===== config.mk =====
export PLATFORM = sky130hd
export DESIGN_NAME = controle_multiciclo
export DESIGN_NICKNAME = d
export VERILOG_FILES = /design/src/rtl/controle_multiciclo.sv
export SDC_FILE = /design/constraint.sdc
export NUM_CORES = 1
export LEC_CHECK = 0
export CAP_MARGIN = 10
export CORE_AREA = 2 2 65 67
export CTS_BUF_LIST = sky130_fd_sc_hd__clkbuf_2 sky130_fd_sc_hd__clkbuf_4 sky130_fd_sc_hd__clkbuf_8
export DETAILED_ROUTE_END_ITERATION = 16
export DIE_AREA = 0 0 67 69
export GPL_TIMING_DRIVEN = 1
export PLACE_DENSITY = 0.87
export SLEW_MARGIN = 25
export SYNTH_ARGS = -nofsm -noshare
export SYNTH_HDL_FRONTEND = slang
export SYNTH_SLANG_ARGS = --single-unit

===== constraint.sdc =====
create_clock -name clk -period 4.8 [get_ports clk]
set_input_delay 0.72 -clock clk [delete_from_list [all_inputs] [get_ports clk]]
set_output_delay 0.72 -clock clk [all_outputs]
set_load 0.1 [all_outputs]

===== src/rtl/controle_multiciclo.sv =====
// Main control FSM for a multi-cycle MIPS datapath: drives mux selects and write
// enables from the current state, waits on the memory handshake, and counts retired instructions.
module controle_multiciclo (
  input  logic        clk,
  input  logic        reset,
  input  logic [5:0]  opcode,
  input  logic        zero,
  input  logic        mem_ready,
  output logic        pc_en,
  output logic [1:0]  pc_source,
  output logic        iord,
  output logic        mem_read,
  output logic        mem_write,
  output logic        ir_write,
  output logic        reg_dst,
  output logic        mem_to_reg,
  output logic        reg_write,
  output logic        alu_src_a,
  output logic [1:0]  alu_src_b,
  output logic [1:0]  alu_op,
  output logic [3:0]  estado,
  output logic        retire,
  output logic        illegal,
  output logic [31:0] instret
);

  localparam logic [5:0] OP_R    = 6'b000000;
  localparam logic [5:0] OP_LW   = 6'b100011;
  localparam logic [5:0] OP_SW   = 6'b101011;
  localparam logic [5:0] OP_BEQ  = 6'b000100;
  localparam logic [5:0] OP_BNE  = 6'b000101;
  localparam logic [5:0] OP_ADDI = 6'b001000;
  localparam logic [5:0] OP_J    = 6'b000010;

  typedef enum logic [3:0] {
    FETCH     = 4'd0,
    DECODE    = 4'd1,
    MEM_ADDR  = 4'd2,
    MEM_READ  = 4'd3,
    MEM_WB    = 4'd4,
    MEM_WRITE = 4'd5,
    EXECUTE   = 4'd6,
    ALU_WB    = 4'd7,
    BRANCH    = 4'd8,
    JUMP      = 4'd9,
    ADDI_EXEC = 4'd10,
    ADDI_WB   = 4'd11
  } state_t;

  state_t      state_reg, state_next;
  logic [31:0] instret_reg;

  // Strobes before reset gating; reset must silence them even before the state clears.
  logic pc_en_raw, mem_read_raw, mem_write_raw, ir_write_raw;
  logic reg_write_raw, retire_raw, illegal_raw;

  always_ff @(posedge clk or posedge reset) begin
    if (reset) begin
      state_reg <= FETCH;
    end else begin
      state_reg <= state_next;
    end
  end

  always_ff @(posedge clk or posedge reset) begin
    if (reset) begin
      instret_reg <= '0;
    end else if (retire_raw) begin
      instret_reg <= instret_reg + 32'd1;
    end
  end

  always_comb begin
    state_next    = state_reg;
    pc_en_raw     = 1'b0;
    mem_read_raw  = 1'b0;
    mem_write_raw = 1'b0;
    ir_write_raw  = 1'b0;
    reg_write_raw = 1'b0;
    retire_raw    = 1'b0;
    illegal_raw   = 1'b0;
    pc_source     = 2'b00;
    iord          = 1'b0;
    reg_dst       = 1'b0;
    mem_to_reg    = 1'b0;
    alu_src_a     = 1'b0;
    alu_src_b     = 2'b00;
    alu_op        = 2'b00;
    case (state_reg)
      FETCH: begin
        mem_read_raw = 1'b1;
        alu_src_b    = 2'b01;
        ir_write_raw = mem_ready;
        pc_en_raw    = mem_ready;
        if (mem_ready) state_next = DECODE;
      end
      DECODE: begin
        alu_src_b = 2'b11;
        case (opcode)
          OP_LW, OP_SW:    state_next = MEM_ADDR;
          OP_R:            state_next = EXECUTE;
          OP_BEQ, OP_BNE:  state_next = BRANCH;
          OP_J:            state_next = JUMP;
          OP_ADDI:         state_next = ADDI_EXEC;
          default: begin
            illegal_raw = 1'b1;
            state_next  = FETCH;
          end
        endcase
      end
      MEM_ADDR: begin
        alu_src_a  = 1'b1;
        alu_src_b  = 2'b10;
        state_next = (opcode == OP_SW) ? MEM_WRITE : MEM_READ;
      end
      MEM_READ: begin
        mem_read_raw = 1'b1;
        iord         = 1'b1;
        if (mem_ready) state_next = MEM_WB;
      end
      MEM_WB: begin
        mem_to_reg    = 1'b1;
        reg_write_raw = 1'b1;
        retire_raw    = 1'b1;
        state_next    = FETCH;
      end
      MEM_WRITE: begin
        mem_write_raw = 1'b1;
        iord          = 1'b1;
        retire_raw    = mem_ready;
        if (mem_ready) state_next = FETCH;
      end
      EXECUTE: begin
        alu_src_a  = 1'b1;
        alu_op     = 2'b10;
        state_next = ALU_WB;
      end
      ALU_WB: begin
        reg_dst       = 1'b1;
        reg_write_raw = 1'b1;
        retire_raw    = 1'b1;
        state_next    = FETCH;
      end
      BRANCH: begin
        alu_src_a  = 1'b1;
        alu_op     = 2'b01;
        pc_source  = 2'b01;
        pc_en_raw  = (opcode == OP_BNE) ? ~zero : zero;
        retire_raw = 1'b1;
        state_next = FETCH;
      end
      JUMP: begin
        pc_source  = 2'b10;
        pc_en_raw  = 1'b1;
        retire_raw = 1'b1;
        state_next = FETCH;
      end
      ADDI_EXEC: begin
        alu_src_a  = 1'b1;
        alu_src_b  = 2'b10;
        state_next = ADDI_WB;
      end
      ADDI_WB: begin
        reg_write_raw = 1'b1;
        retire_raw    = 1'b1;
        state_next    = FETCH;
      end
      default: begin
        illegal_raw = 1'b1;
        state_next  = FETCH;
      end
    endcase
  end

  assign pc_en     = pc_en_raw     & ~reset;
  assign mem_read  = mem_read_raw  & ~reset;
  assign mem_write = mem_write_raw & ~reset;
  assign ir_write  = ir_write_raw  & ~reset;
  assign reg_write = reg_write_raw & ~reset;
  assign retire    = retire_raw    & ~reset;
  assign illegal   = illegal_raw   & ~reset;
  assign estado    = state_reg;
  assign instret   = instret_reg;

endmodule


==> qor.txt, run 1 <==
R2R setup slack -> 2.08 ns
Number of max-cap violations -> 0
Worst min path class -> flop to flop
First-pass GRT wire length -> 7810 um
IO Port Bufs -> 62
Initial DRT Pass Iterations -> 4
Slew Limit Fails -> 0
Hold Violations, Final -> 0
Post-route insts no fill -> 324
Status -> finished clean
CTS tree -> done
Critical path's largest stage delay -> 1.18 ns
Post-Syn Area -> 1980 um^2
Worst Path Max Fanout -> 8
Setup bufs post-CTS -> 0
Least-Margin Pin Slew -> 1.00 ns
TritonCTS Buffers -> 5
Post-synthesis sequential area ratio -> 45.5%
Internal power component -> 648 uW
DIE WIDTH -> 67 um
Fin nets -> 284
WS Path Type -> input port to primary output
Max reg flops -> 32
Die Y -> 69 um
Pre-CTS setup slack -> 1.28 ns
# DRC -> 0
Clk slew on worst S/H paths -> 0.07 ns
Reg power frac -> 27.7%
Iteration-0 DRC Markers -> 161
Area Overhead vs Synth -> 37.8%
CTS root buf -> clkbuf_8
Ys flop type -> dfrtp_1
Max VDD drop -> 0.402 mV
Vias in the first global route -> 1644
Largest net degree at the start of global routing -> 37
Clk buf depth -> 2
Setup violators final -> 0
Power per standard cell area -> 523 nW/um^2
Logic gate share of total power -> 56.4%
Setup TNS -> 0 ns
Drt via density -> 5.47
Worst-path cell chain -> clkdlybuf4s50_1 -> nor4_2 -> clkdlybuf4s50_1
Worst clock skew -> 0.00465 ns
CP dominant cell by count -> clkdlybuf4s50_1
Post-Route WL -> 4390 um
Post-Syn Instances -> 211
CP arrival -> 2.79 ns
Switching power -> 779 uW
Most frequent cells in the layout -> clkdlybuf4s50_1 (58), dfrtp_1 (36), nor2_1 (24)
Fill count -> 310
# rows -> 23
Dpl hpwl -> 3270 um
CP startpoint kind -> input port
Final Worst Setup Slack -> 1.29 ns
Avg WL per Cell -> 13.5 um
Overall Power -> 1430 uW
Clk pwr share -> 15.9%
Die footprint -> 4620 um^2
Critical Path RT -> 4.08 ns
Diodes inserted -> 0
Number of routed nets with antenna violations -> 0
Placer Congestion -> 0.854
Min cycle time layout -> 3.51 ns
Endpoint class of the critical path -> primary output
Total gr overflow -> 0
Initial antenna violation count -> 0
Leak -> 0.00113 uW
Core area -> 3910 um^2
Post-synth EDFFs -> 0
Initial Util -> 50.6%
Slew headroom -> 33.1%
Clk_lat worst skew -> 0.28 ns
H-tree depth -> 2
Layout cells sized above 1 -> 8.76%
Cts repair resizes -> 0
Yosys warnings -> 0
Slowest-stage cell, CP -> clkdlybuf4s50_1
Post-CTS Hold Fix Bufs -> 0
WP buf/inv -> 2
Synth cell types -> 38
Async S/R FF share, synth -> 100%
Crit path max-delay family -> buffers and inverters
DP Cell Count -> 316
Total number of vias -> 1773
Clock sink count -> 36
Final period util -> 73.2%
Syn_nets -> 222
Total GRT Usage -> 21.1%
Synthesized area per cell -> 9.39 um^2
Switching share of power -> 54.6%
Unrepaired setup endpoints after global routing -> no
#FFs+latches synth -> 36
Top Ports -> 63
FMAX -> 285 MHz
Commonest non-fill, non-tap cell in the layout -> clkdlybuf4s50_1
-- layout make-up --
class | count | area [um^2] | area share (%)
multi-input combinational | 162 | 1030 | 37.8
sequential | 36 | 901 | 33.0
timing repair buffer | 63 | 618 | 22.6
clock buffer | 8 | 97.6 | 3.57
tap | 50 | 62.6 | 2.29
inverter | 5 | 18.8 | 0.687
-- layer usage --
layer	GRT usage [%]	vias up	wire [um]	part of all wire, %
met1	29.8	855	1900	43
met5	0	-	0	0
met3	5.71	6	330	7.5
met4	5.44	0	51	1.2
met2	32.0	61	2100	48
li1	-	851	-	-
-- path summary, 6_finish.rpt --
kind,startpoint,endpoint,cells past startpoint
hold reg to reg,instret[26],instret[26],1
min in group asynchronous,reset,instret[26],3
hold / removal,instret[26],instret[26],1
max in group asynchronous,reset,instret[9],3
setup / recovery,reset,mem_read,3
setup reg to reg,estado[1],instret[25],5
-- cells in the mapped netlist, types with 2 or more instances --
cell      count  share of area [%]
nor2b_1       2               0.63
xor2_1        9                4.0
nor2_1       24                4.5
or2_2         2               0.63
o32ai_1       2               0.88
nor3_1       10                2.5
nand2b_1      7                2.2
inv_1         5               0.95
clkbuf_1      5               0.95
nor2_2        2               0.63
nand2_1      21                4.0
or4_1         2               0.76
xor2_2        2                1.6
or3_1         2               0.63
nand3_1      12                3.0
nor3b_1       2               0.76
xnor2_1      23                 10
nand4_1       7                2.2
a21oi_1       7                1.8
nor4_1        5                1.6
nor2_4        2                1.1
and3_1        5                1.6
dfrtp_1      36                 45
and4_1        3                1.3
-- kinds of logic after synthesis --
kind of cell	after synthesis	synth area share, %
AND/OR/NAND/NOR	109	28.5
flip-flops	36	45.5
XOR/XNOR	34	15.8
AO/OA/AOI/OAI	17	6.06
buffers and inverters	13	3.03
multiplexers	1	0.568
adder cells (fa/ha/maj)	1	0.631
-- worst reg2reg max path, cell delays in order, from the launching register on --
cell,delay [ns]
dfrtp_1,0.64
nand2b_1,0.30
o2111ai_1,0.51
or4_1,0.88
nor2_2,0.17
xor2_1,0.15
-- power by group through the flow --
stage          Sequential [uW]  Combinational, uW  Clock, uW
6_report                   395                805        227
5_1_grt                    405                841        246
3_5_place_dp               400                803          0
4_1_cts                    394                805        232
2_1_floorplan              555                478          0
3_3_place_gp               399                799          0
-- through the flow --
| stage | util (%) | hold slack (ns) | area [um^2] |
|---|---|---|---|
| floorplan | - | 0.940 | 1990 |
| global placement | 67.3 | 0.480 | 2630 |
| detailed placement | 67.3 | 0.490 | 2630 |
| CTS | 69.8 | 0.501 | 2730 |
| global route | 69.8 | 0.524 | 2730 |
| finish | 69.8 | 0.499 | 2730 |
No activity file was read; power rests on OpenSTA's default activity.
==> inputs of run 2 (changes only) <==
--- a/config.mk
+++ b/config.mk
@@ -6,12 +6,12 @@
 export NUM_CORES = 1
 export LEC_CHECK = 0
 export CAP_MARGIN = 10
-export CORE_AREA = 2 2 65 67
+export CORE_AREA = 2 2 71 73
 export CTS_BUF_LIST = sky130_fd_sc_hd__clkbuf_2 sky130_fd_sc_hd__clkbuf_4 sky130_fd_sc_hd__clkbuf_8
 export DETAILED_ROUTE_END_ITERATION = 16
-export DIE_AREA = 0 0 67 69
+export DIE_AREA = 0 0 73 75
 export GPL_TIMING_DRIVEN = 1
-export PLACE_DENSITY = 0.87
+export PLACE_DENSITY = 0.77
 export SLEW_MARGIN = 25
 export SYNTH_ARGS = -nofsm -noshare
 export SYNTH_HDL_FRONTEND = slang
==> constraint.sdc (replaced) <==
create_clock -name clk -period 3 [get_ports clk]
set_input_delay 0.45 -clock clk [delete_from_list [all_inputs] [get_ports clk]]
set_output_delay 0.45 -clock clk [all_outputs]
set_load 0.1 [all_outputs]
==> run 2 against run 1 <==
Clock skew increased by 0.0045 ns. Critical path depth increased by 3. Count of clock-buffer cells in the layout decreased by 2. Sequential share of layout area decreased by 0.97 points. Critical path type is now flop to primary output. Critical endpoint is now illegal. Largest power group unchanged.
==> qor.txt, run 2 (synthesized netlist as in run 1, its figures left out) <==
# DRC -> 0
Most frequent cells in the layout -> buf_4 (56), dfrtp_1 (36), xnor2_1 (23)
# rows -> 25
Area Overhead vs Synth -> 41.9%
Switching power -> 1300 uW
Top Ports -> 63
WS Path Type -> flop to primary output
Diodes inserted -> 0
Hold Violations, Final -> 0
FMAX -> 410 MHz
Max reg flops -> 32
Metal2 WL -> 2060 um
Hold Path Depth -> 1
Setup bufs post-CTS -> 0
Drt via density -> 5.24
Endpoint class of the critical path -> primary output
CP arrival -> 1.99 ns
Worst min path class -> flop to flop
Slew Limit Fails -> 0
Clk buf depth -> 2
Initial antenna violation count -> 0
Post-CTS Hold Fix Bufs -> 0
Total GRT Usage -> 17.6%
Switching share of power -> 52.9%
DIE WIDTH -> 73 um
Clk slew on worst S/H paths -> 0.07 ns
Slew headroom -> 59.8%
Dpl hpwl -> 3430 um
CTS root buf -> clkbuf_8
Die footprint -> 5480 um^2
Die Y -> 75 um
IO Port Bufs -> 62
Cts repair resizes -> 0
Max VDD drop -> 0.461 mV
Status -> finished clean
M1 WL -> 2100 um
Iteration-0 DRC Markers -> 82
Post-Route WL -> 4440 um
Critical path startpoint -> estado[2]
Placer Congestion -> 0.840
Power per standard cell area -> 873 nW/um^2
Vias in the first global route -> 1603
Clk pwr share -> 17.1%
Worst clock skew -> 0.00911 ns
Initial DRT Pass Iterations -> 4
Total gr overflow -> 0
Leak -> 0.00129 uW
Least-Margin Pin Slew -> 0.588 ns
WL met3 -> 238 um
First-pass GRT wire length -> 7530 um
TritonCTS Buffers -> 5
Hold_sp -> instret[26]
Clk_lat worst skew -> 0.29 ns
Total number of vias -> 1759
Setup TNS -> 0 ns
Initial Util -> 42.5%
Reg2reg path depth -> 5
H-tree depth -> 2
Worst-path cell chain -> buf_4 -> or2_2 -> nor3_1 -> nand3_1 -> a21oi_2 -> buf_12
Reg power frac -> 24.4%
CTS tree -> done
Slowest-stage cell, CP -> dfrtp_1
Max Used Layer -> met4
Number of routed nets with antenna violations -> 0
Reg2reg start -> estado[0]
Critical Path RT -> 2.55 ns
Fill count -> 416
Layout cells sized above 1 -> 31.6%
Post-route insts no fill -> 336
Commonest non-fill, non-tap cell in the layout -> buf_4
Number of max-cap violations -> 0
Logic gate share of total power -> 58.4%
Critical path's largest stage delay -> 0.42 ns
Clock sink count -> 36
R2R setup slack -> 0.69 ns
Avg WL per Cell -> 13.2 um
Setup violators final -> 0
Unrepaired setup endpoints after global routing -> no
DP Cell Count -> 328
CP startpoint kind -> flop
Internal power component -> 1160 uW
Final period util -> 81.3%
Min cycle time layout -> 2.44 ns
Largest net degree at the start of global routing -> 20
Fin nets -> 292
Core area -> 4660 um^2
Worst Path Max Fanout -> 13
==> run 2: metrics by stage <==
step           total power, uW  instance area [um^2]  setup WS (ns)  hold WS, ns  utilization, %
3_3_place_gp              2040                  2700          0.565        0.484            58.0
3_5_place_dp              2050                  2700          0.520        0.491            58.0
4_1_cts                   2470                  2810          0.545        0.501            60.3
2_1_floorplan             1700                  2040         -0.804        0.670               -
5_1_grt                   2580                  2810          0.404        0.522            60.3
6_report                  2460                  2810          0.562        0.492            60.3
==> run 2: routing by layer <==
layer / GRT usage [%] / vias to the layer above
met5: 0 / -
met4: 4.32 / 0
met3: 5.09 / 6
met2: 27.3 / 48
met1: 24.5 / 832
li1: - / 873
==> run 2: final timing paths <==
check,to
worst max-delay path,illegal
worst min-delay path,instret[26]
max in group asynchronous,instret[7]
worst min register to register,instret[26]
worst max register to register,instret[29]
min in group asynchronous,instret[29]
==> run 2: area by class of cell <==
cell class	count	area [um^2]	area share [%]
Inverter	5	18.8	0.667
Sequential cell	36	901	32.0
Multi-Input combinational cell	162	1080	38.5
Timing Repair Buffer	71	631	22.4
Tap cell	54	67.6	2.40
Clock buffer	6	76.3	2.71
Clock inverter	2	35.0	1.25
==> run 2: power by group through the flow <==
stage	Sequential [uW]	Clock, uW	Combinational (uW)
CTS	599	431	1440
detailed placement	608	0	1440
finish	599	421	1440
floorplan	888	0	812
global route	611	457	1510
global placement	607	0	1430
==> run 2: critical path, delay by kind of cell, from the launching register on <==
kind,cells,cell delay [ns]
and+or+nand+nor,3,0.67
DFF,1,0.42
buffers and inverters,2,0.40
AOI/OAI and AO/OA,1,0.20
